**src/rtl/ifq_pkg.sv**
```systemverilog
// ifq_pkg: shared widths and queue entry type
// for the instruction fetch queue.
package ifq_pkg;

  localparam int INSTR_W = 32;
  localparam int ADDR_W  = 32;

  typedef struct packed {
    logic [ADDR_W-1:0]  pc;
    logic [INSTR_W-1:0] word;
    logic               filled;
    logic               misalign;
  } ifq_entry_t;

endpackage

```
**src/rtl/ifq_slot_ram.sv**
```systemverilog
// ifq_slot_ram: circular slot store with head/tail
// pointers and an oldest-pending fill pointer.
module ifq_slot_ram
  import ifq_pkg::*;
#(
  parameter int DEPTH = 4
) (
  input  logic                       clk,
  input  logic                       rst,
  input  logic                       clear,
  input  logic                       push,
  input  ifq_entry_t                 push_e,
  input  logic                       fill,
  input  logic [INSTR_W-1:0]         fill_word,
  input  logic                       pop,
  output ifq_entry_t                 head_e,
  output logic [$clog2(DEPTH):0]     count
);

  localparam int PW = $clog2(DEPTH);
  localparam int CW = PW + 1;

  ifq_entry_t    mem_q [DEPTH];
  ifq_entry_t    mem_d [DEPTH];
  logic [PW-1:0] head_q, head_d;
  logic [PW-1:0] tail_q, tail_d;
  logic [PW-1:0] fill_idx;
  logic [CW-1:0] cnt_q, cnt_d;
  logic          found;

  // oldest reserved slot still waiting for its word
  always_comb begin
    fill_idx = head_q;
    found    = 1'b0;
    for (int i = 0; i < DEPTH; i++) begin
      if (!found && (CW'(i) < cnt_q) &&
          !mem_q[head_q + PW'(i)].filled) begin
        fill_idx = head_q + PW'(i);
        found    = 1'b1;
      end
    end
  end

  always_comb begin
    mem_d  = mem_q;
    head_d = head_q;
    tail_d = tail_q;
    cnt_d  = cnt_q;
    if (clear) begin
      head_d = '0;
      tail_d = '0;
      cnt_d  = '0;
    end else begin
      if (fill) begin
        mem_d[fill_idx].word   = fill_word;
        mem_d[fill_idx].filled = 1'b1;
      end
      if (push) begin
        mem_d[tail_q] = push_e;
        tail_d        = tail_q + PW'(1);
      end
      if (pop) head_d = head_q + PW'(1);
      cnt_d = cnt_q + CW'(push) - CW'(pop);
    end
  end

  always_ff @(posedge clk or negedge rst) begin
    if (!rst) begin
      for (int i = 0; i < DEPTH; i++) mem_q[i] <= '0;
      head_q <= '0;
      tail_q <= '0;
      cnt_q  <= '0;
    end else begin
      mem_q  <= mem_d;
      head_q <= head_d;
      tail_q <= tail_d;
      cnt_q  <= cnt_d;
    end
  end

  assign head_e = mem_q[head_q];
  assign count  = cnt_q;

endmodule

```
**src/rtl/ifetch_queue.sv**
```systemverilog
// ifetch_queue: PC-to-decode fetch queue with in-order imem.
// Define IFQ_ALIGN_CHECK_EN to add the ins_misalign output.
module ifetch_queue
  import ifq_pkg::*;
#(
  parameter int DEPTH     = 4,
  parameter int MAX_OUTST = 2
) (
  input  logic               clk,
  input  logic               rst,
  input  logic [ADDR_W-1:0]  pc_in,
  input  logic               pc_valid,
  output logic               pc_ready,
  output logic               imem_req,
  output logic [ADDR_W-1:0]  imem_addr,
  input  logic               imem_rvalid,
  input  logic [INSTR_W-1:0] imem_rdata,
  output logic               ins_valid,
  input  logic               ins_ready,
  output logic [ADDR_W-1:0]  ins_pc,
  output logic [INSTR_W-1:0] ins_word,
  input  logic               flush
`ifdef IFQ_ALIGN_CHECK_EN
  ,
  output logic               ins_misalign
`endif
);

  localparam int CW = $clog2(DEPTH) + 1;

  logic [CW-1:0] outst_q, outst_d;
  logic [CW-1:0] drop_q, drop_d;
  logic [CW-1:0] count;
  ifq_entry_t    head_e, push_e;
  logic          misal, accept, req;
  logic          rsp_live, fill, ins_fire;

  always_comb begin
    misal = 1'b0;
`ifdef IFQ_ALIGN_CHECK_EN
    misal = pc_in[1:0] != 2'b00;
`endif
    // dropped requests are still in flight at the memory
    pc_ready = rst && !flush &&
               (count < CW'(DEPTH)) &&
               ((outst_q + drop_q) < CW'(MAX_OUTST));
    accept   = pc_valid && pc_ready;
    req      = accept && !misal;
    rsp_live = imem_rvalid &&
               ((drop_q != '0) || (outst_q != '0));
    fill     = imem_rvalid && !flush &&
               (drop_q == '0) && (outst_q != '0);
    if (flush) begin
      outst_d = '0;
      drop_d  = drop_q + outst_q - CW'(rsp_live);
    end else begin
      outst_d = outst_q + CW'(req) - CW'(fill);
      drop_d  = drop_q -
                CW'(imem_rvalid && (drop_q != '0));
    end
    push_e = '{pc:       pc_in,
               word:     INSTR_W'(0),
               filled:   misal,
               misalign: misal};
  end

  always_ff @(posedge clk or negedge rst) begin
    if (!rst) begin
      outst_q <= '0;
      drop_q  <= '0;
    end else begin
      outst_q <= outst_d;
      drop_q  <= drop_d;
    end
  end

  ifq_slot_ram #(
    .DEPTH(DEPTH)
  ) u_ram (
    .clk      (clk),
    .rst      (rst),
    .clear    (flush),
    .push     (accept),
    .push_e   (push_e),
    .fill     (fill),
    .fill_word(imem_rdata),
    .pop      (ins_fire),
    .head_e   (head_e),
    .count    (count)
  );

  assign imem_req  = req;
  assign imem_addr = pc_in;
  assign ins_valid = (count != '0) && head_e.filled;
  assign ins_fire  = ins_valid && ins_ready;
  assign ins_pc    = ins_valid ? head_e.pc : '0;
  assign ins_word  = (ins_valid && !head_e.misalign) ?
                     head_e.word : '0;
`ifdef IFQ_ALIGN_CHECK_EN
  assign ins_misalign = ins_valid && head_e.misalign;
`endif

endmodule

```
**config.mk**
```make
export PLATFORM = sky130hd
export DESIGN_NAME = ifetch_queue
export DESIGN_NICKNAME = d
export VERILOG_FILES = /design/src/rtl/ifq_pkg.sv /design/src/rtl/ifq_slot_ram.sv /design/src/rtl/ifetch_queue.sv
export SDC_FILE = /design/constraint.sdc
export NUM_CORES = 1
export LEC_CHECK = 0
export CAP_MARGIN = 20
export CORE_MARGIN = 2
export CORE_UTILIZATION = 40
export CTS_BUF_LIST = sky130_fd_sc_hd__clkbuf_8 sky130_fd_sc_hd__clkbuf_16
export CTS_CLUSTER_DIAMETER = 60
export DETAILED_ROUTE_END_ITERATION = 10
export GPL_TIMING_DRIVEN = 0
export HOLD_SLACK_MARGIN = 0.12
export PLACE_DENSITY = 0.69
export SLEW_MARGIN = 25
export SYNTH_ARGS = -nofsm -noshare
export SYNTH_HDL_FRONTEND = slang
export SYNTH_SLANG_ARGS = --single-unit
```
**constraint.sdc**
```tcl
create_clock -name clk -period 3.1 [get_ports clk]
set_input_delay 0.31 -clock clk [delete_from_list [all_inputs] [get_ports clk]]
set_output_delay 0.31 -clock clk [all_outputs]
set_load 0.01 [all_outputs]
```
# After elaboration in Yosys (flattened, before gate mapping)
# Cells that the tools add are included.
dict set report classes {
  muxes 39
  n_bitwise 6
  n_addsub 11
  magnitude_cmp 14
  reduce_logical 37
}
# op n
set ops {}
lappend ops {{264-bit bitwise mux} 3}
lappend ops {{264-bit 2-to-1 mux} 3}
lappend ops {{66-bit binary-select mux with 2-bit select} 4}
lappend ops {{66-bit demux with 2-bit select} 3}
lappend ops {{66-bit 2-to-1 mux} 3}
lappend ops {{32-bit 2-to-1 mux} 2}
lappend ops {{34-bit 2-to-1 mux} 1}
lappend ops {{2-bit 2-to-1 mux} 14}
lappend ops {{1-bit logical AND} 21}
lappend ops {{3-bit >= comparator (second input constant)} 6}
lappend ops {{2-bit NOT with 3-bit output} 6}
lappend ops {{3-bit by 1-bit subtractor with 3-bit output} 4}
lappend ops {{1-bit logical NOT} 9}
lappend ops {{3-bit 2-to-1 mux} 3}
lappend ops {{3-bit nonzero test} 3}
lappend ops {{3-bit by 1-bit adder with 3-bit output} 2}
lappend ops {{1-bit by 3-bit less-than comparator with 1-bit output (first input constant)} 2}
lappend ops {{2-bit by 3-bit less-than comparator with 1-bit output (first input constant)} 2}
lappend ops {{3-bit by 1-bit less-than comparator with 1-bit output (second input constant)} 2}
lappend ops {{2-bit by 1-bit adder with 2-bit output (second input constant)} 2}
lappend ops {{2-bit adder (second input constant)} 2}
lappend ops {{2-bit nonzero test} 2}
lappend ops {{3-bit adder} 1}
lappend ops {{3-bit logical NOT} 1}
lappend ops {{other kinds (4)} 6}
dict set report word_totals {
  reg_bits 277
  wordCells 128
  out_inout_bits 99
  inputBits 70
}

# Logic depth before layout (Yosys ltp)
dict set report depth {
  word_depth 30
  depth_mapped 11
  depth_no_buf 10
}

# Cells and area by module
# Synthesis repeated with hierarchy kept, for this count alone.
dict set report hier_totals {
  hier_cells 1024
  hier_area_um2 14741.6
}
# module instances area_each_um2 cells_each seq_area_each_um2
set by_module_without_submodules {}
lappend by_module_without_submodules {ifq_slot_ram 1 13560.5 874 6781.5}
lappend by_module_without_submodules {ifetch_queue 1 1181.1 150 150.1}

# Worst setup path before layout
# Ideal clock, no wire load.
dict set report synth_path {
  path_type {flip-flop to flip-flop}
  start {reg outst_q[0]}
  end {reg outst_q[2]}
  arrival_time_ps 2577
  path_slack_ps 389
  t_required_ps 2966
  period_less_slack_ps 2711
  setup_time_ps 134
  stages_incl_launch_ff 12
  n_path_buf 1
  cell_sequence {dfrtp_1 -> ha_1 -> fa_1 -> xnor2_1 -> xnor2_1 -> nor3b_1 -> buf_2 -> ha_1 -> fa_1 -> xnor2_1 -> xnor2_1 -> nor2_1}
}
dict set report synth_via {
  elab_chain_len 7
  word_cells_on_any_way 9
  cone_classes {add/sub: 3; order compare: 1; mux: 1; reduce/logical: 4}
}
# element line_no
set synth_rtl {}
lappend synth_rtl {{start, declared} ifetch_queue.sv:31} ;# logic [CW-1:0] outst_q, outst_d;
lappend synth_rtl {{start signal, assigned} ifetch_queue.sv:72} ;# outst_q <= outst_d;
lappend synth_rtl {{3-bit adder} ifetch_queue.sv:46} ;# ((outst_q + drop_q) < CW'(MAX_OUTST));
lappend synth_rtl {{3-bit by 2-bit less-than comparator with 1-bit output} ifetch_queue.sv:46}
lappend synth_rtl {{1-bit logical AND} ifetch_queue.sv:45} ;# (count < CW'(DEPTH)) &&
lappend synth_rtl {{1-bit logical AND} ifetch_queue.sv:47} ;# accept = pc_valid && pc_ready;
lappend synth_rtl {{named net imem_req} ifetch_queue.sv:14} ;# output logic imem_req,
lappend synth_rtl {{3-bit by 1-bit adder with 3-bit output} ifetch_queue.sv:57} ;# outst_d = outst_q + CW'(req) - CW'(fill);
lappend synth_rtl {{3-bit by 1-bit subtractor with 3-bit output} ifetch_queue.sv:57}
lappend synth_rtl {{3-bit 2-to-1 mux} ifetch_queue.sv:53} ;# if (flush) begin
lappend synth_rtl {{named net outst_d[2]} ifetch_queue.sv:31}
# The timed path passes the listed nets, and every way through them passes these cells.
# A chain may end at the register's enable or synchronous reset.

# Final worst setup path
dict set report layout_path {
  start {reg outst_q[0]}
  end {reg u_ram.mem_q[130] (netlist bit)}
}
dict set report layout_via {
  elab_chain_len 6
  word_cells_on_any_way 10
  cone_classes {add/sub: 1; order compare: 1; mux: 4; reduce/logical: 4}
}
# element line_no
set layout_rtl {}
lappend layout_rtl {{parallel branches: the longest is 5 deep, another holds 3-bit adder} n/a}
lappend layout_rtl {{264-bit 2-to-1 mux *} ifq_slot_ram.sv:58} ;# if (push) begin
lappend layout_rtl {{end signal, assigned} ifq_slot_ram.sv:74} ;# mem_q <= mem_d;
lappend layout_rtl {{end, declared} ifq_slot_ram.sv:23} ;# ifq_entry_t mem_q [DEPTH];
# Every way passes the cells marked *. The select of a mux whose other input is x is not followed.

==> results.txt <==
----------------------------------------------------
[Worst setup path]
  Crit. End Element ... flop
  Register-to-Register Setup Slack ... about 0.085 ns
  Required @ worst endpoint ... 3.55 ns
  Worst setup path start ... outst_q[0]$_DFF_PN0_
  Startpoint kind of the worst setup timing path ... flop
  Largest stage delay on the critical path ... 0.59 ns
  CP Class ... reg -> reg
  Worst setup path endpoint ... u_ram.mem_q[130]$_DFFE_PN0P_
  Worst flop-to-flop path startpoint ... outst_q[0]$_DFF_PN0_
  Worst R2R End ... u_ram.mem_q[130]$_DFFE_PN0P_
  Crit path DAT ... ~3.5 ns
  Crit path max-delay cell type ... sky130_fd_sc_hd__clkbuf_1
  List of cells traversed by the critical path ... ha_1 -> fa_1 -> xnor2_2 -> xnor2_1 -> nor3b_1 -> buf_4 -> nand2_1 -> clkbuf_1 -> mux2_2
  Top delay family on crit path ... buffers and inverters
  Stages on worst setup path ... 9
  Buf/Inv on CP ... 2
  Critical path fanouts, max ... 10
  FF-to-FF path depth ... 9

[Clocking]
  Clock slew at the register clock pins of the worst setup and hold paths ... 0.06 ns
  Max Buffers Root-to-Sink ... 3
  Cts bufs inserted ... 31
  Clock root cell ... sky130_fd_sc_hd__clkbuf_16
  Clock tree from TritonCTS ... yes
  Clock Sinks ... 273
  H-tree depth reported by CTS ... 1
  Source-to-sink clock delay at the later pin of the worst-skew pair ... 0.56 ns

[Pwr]
  Ratio of total power to cell area ... 525.6 nW/um^2
  Overall Power ... about 9.3 mW
  IR Drop Worst-Case VDD ... 432.3 uV
  Leakage power summed over all cells ... 8.624 nW

[Die]
  Die area ... 36310 sq um
  Die height ... 190.6 um
  Die width ... ~190 um
  Starting utilization of the core area ... 0.4050
  I/O pins ... ~170
  Floorplan row count ... 68
  Core Region ... 34370 sq um

[Detailed routing]
  Total via count after detailed routing ... 9429
  Number of nets with antenna violations after detailed routing ... 0
  Routed len/inst ... 19.10 um
  DRC viols ... 0
  Via-to-Cell Ratio ... 5.147
  Number of iterations in the first detailed-routing pass ... 5
  Drt total wl ... 35.00 mm
  Initial detailed-routing violation count ... 616

[Final layout]
  Final layout net count ... 1442
  Post-route standard cell area excluding fillers ... about 18000 sq um
  Share of layout cells above drive strength 1 ... 0.2738
  ANT cells ... 0
  Fraction of the core area covered by cells at the end of the flow ... 0.5155
  Growth of design area from synthesis to finish ... 27.28%

[Global routing]
  Total GRT Usage ... 0.1945
  First-pass GRT wire length ... approximately 55 mm
  Congestion Overflow GR ... 0
  Largest net degree at the start of global routing ... 91
  Number of global-route vias before repair ... 9820
  Number of antenna violations at the first check in global routing ... 0

[STA]
  Post-Route Skew ... about 0.02 ns
  Transition time of the tightest slew-check pin ... 0.6973 ns
  Number of max-slew violations in the final report ... 0
  Final period utilization ... 0.9724
  Timing-limited maximum frequency ... 331.7 MHz
  Total count of hold-check failures in the final report ... 0
  Final TNS setup ... 0 ns
  Relative slew slack ... 0.5351
  Min cycle time layout ... between 3 and 4 ns
  Total of endpoints with negative setup slack in the final report ... 0
  Smallest setup slack after layout ... about 0.085 ns
  Unrepaired setup endpoints after global routing ... true

[Logic synthesis]
  Cell types occupying the most area after synthesis ... sky130_fd_sc_hd__dfrtp_1, sky130_fd_sc_hd__mux2_2, sky130_fd_sc_hd__mux4_2
  Part of the Yosys area used for sequential elements ... 0.4907
  Syn_area_per_cell ... 12.28 sq um
  FF+latch count, synth ... 273
  Count of distinct cell types in the synthesized netlist ... 48
  Cell area after technology mapping ... 13920 sq um
  Post-synthesis cell type with the largest combined area ... sky130_fd_sc_hd__dfrtp_1
  Synthesis warning total ... 0
  Post-Syn Nets ... 1222
  Yosys top cell area share ... 0.4907
  Instance count of the mapped netlist ... 1134

[Place]
  Worst slack, placed ... -0.7414 ns
  Count of input and output buffers ... 168
  Routability Congestion ... 0.7739
  Detailed placer's ending HPWL ... 23.59 mm
  Placed inst area ... 16260 sq um

[Status]
  Result of the run ... completed

[Hold path]
  Path type of the worst min-delay path ... in -> async

[Run]
  Number of max-capacitance violations reported ... 0

----------------------------------------------------
==> Yosys cell counts (all sizes together) <==
library cell  instances
nor3b                 1
or3                   2
nand3                 2
ha                   15
nor2b                 4
nor3                  6
o31ai                 1
o211ai                2
a21bo                 1
or2                   1
dfrtp               273
clkbuf               44
o21a                  5
a311o                 1
nand2               260
mux4                 64
or2b                  1
nand4                 1
mux2                131
and2                 66
a211oi                1
a21oi                 3
xnor2                 8
inv                  16
nand2b                1
fa                    3
a311oi                1
mux2i               133
a21boi                1
buf                  65
o311ai                1
xor2                  2
and2b                 1
a2bb2oi               1
o21ai                 4
nor2                 12
==> final cells by class <==
type | instances | area (sq um)
fill | 3004 | 16650
sequential | 273 | 6832
multi-input combinational | 736 | 6411
timing repair buffer | 187 | 1931
clock buffer | 40 | 899.6
buffer | 109 | 829.5
tap | 455 | 569.3
clock inverter | 16 | 186.4
inverter | 16 | 60.06
==> what timing repair did <==
item | 4_1_cts | 5_1_grt
pin swaps | 2 | 2
hold endpoints to repair | 183 | 0
gates resized for setup | 113 | 43
cloned | 1 | 0
buffers inserted | 8 | 6
hold buffers | 1 | 0
endpoints found under the setup margin | 286 | 116
==> stage by stage <==
step | hold slack (ns) | instances
after floorplan | 0.01441 | 1134
after global placement | 0.4811 | 1757
after detailed placement | 0.2096 | 1760
after CTS | 0.2010 | 1826
after global routing | 0.2256 | 1832
final | 0.2045 | 1832
==> metal layers <==
layer / global-route usage / part of all wire
met4: 0.04979 / 0.025
met2: 0.3155 / 0.47
met3: 0.03441 / 0.056
met1: 0.2711 / 0.45
met5: 0 / 0
==> where the power goes <==
part | switching (mW) | internal [mW] | leakage (nW)
combinational | 0.529 | 0.813 | 4.32
clock | 1.47 | 2.36 | 0.557
sequential | 0.199 | 3.94 | 3.75
==> registers in the layout, summed over array words and instances (netlist names) <==
signal / count
u_ram.tail_q: 2
u_ram.count: 3
u_ram.mem_q: 260
drop_q: 3
u_ram.head_q: 2
outst_q: 3
==> cells by family (layout without fill, tap and decap cells) <==
kind of cell,after synthesis,in the layout,share of synthesized area
simple gates,358,358,0.1146
mux,328,328,0.3057
flops,273,273,0.4907
buf+inv,125,368,0.05159
compound gates,22,22,0.01330
fa+ha+maj,18,18,0.01780
xor+xnor,10,10,0.006292
==> worst reg2reg max path, stage by stage (launching register included) <==
cell and delay (ns):
sky130_fd_sc_hd__dfrtp_1 0.40, sky130_fd_sc_hd__ha_1 0.21, sky130_fd_sc_hd__fa_1 0.41, sky130_fd_sc_hd__xnor2_2 0.19, sky130_fd_sc_hd__xnor2_1 0.16, sky130_fd_sc_hd__nor3b_1 0.08, sky130_fd_sc_hd__buf_4 0.17, sky130_fd_sc_hd__nand2_1 0.30
sky130_fd_sc_hd__clkbuf_1 0.59, sky130_fd_sc_hd__mux2_2 0.41
==> cell usage in the layout (no fill, tap or decap), types with 31 or more instances in the layout <==
| master | netlist | layout |
|---|---|---|
| sky130_fd_sc_hd__dlygate4sd2_1 | 0 | 34 |
| sky130_fd_sc_hd__mux2_2 | 128 | 128 |
| sky130_fd_sc_hd__mux4_2 | 64 | 64 |
| sky130_fd_sc_hd__clkbuf_16 | 0 | 31 |
| sky130_fd_sc_hd__clkdlybuf4s50_1 | 0 | 112 |
| sky130_fd_sc_hd__dfrtp_1 | 273 | 273 |
| sky130_fd_sc_hd__and2_1 | 66 | 64 |
| sky130_fd_sc_hd__buf_4 | 32 | 46 |
| sky130_fd_sc_hd__mux2i_1 | 133 | 132 |
| sky130_fd_sc_hd__nand2_1 | 260 | 260 |
==> how the worst min path moves through the flow <==
stage                                 from                            to  depth (start not counted)
6_report                               rst  u_ram.mem_q[120]$_DFFE_PN0P_                          2
5_1_grt                                rst  u_ram.mem_q[120]$_DFFE_PN0P_                          2
4_1_cts                                rst  u_ram.mem_q[120]$_DFFE_PN0P_                          2
3_5_place_dp                           rst   u_ram.mem_q[54]$_DFFE_PN0P_                          1
3_3_place_gp   u_ram.mem_q[62]$_DFFE_PN0P_   u_ram.mem_q[62]$_DFFE_PN0P_                          1
2_1_floorplan                          rst           drop_q[0]$_DFF_PN0_                          0
Note: power is estimated with default switching activity, not from simulation.
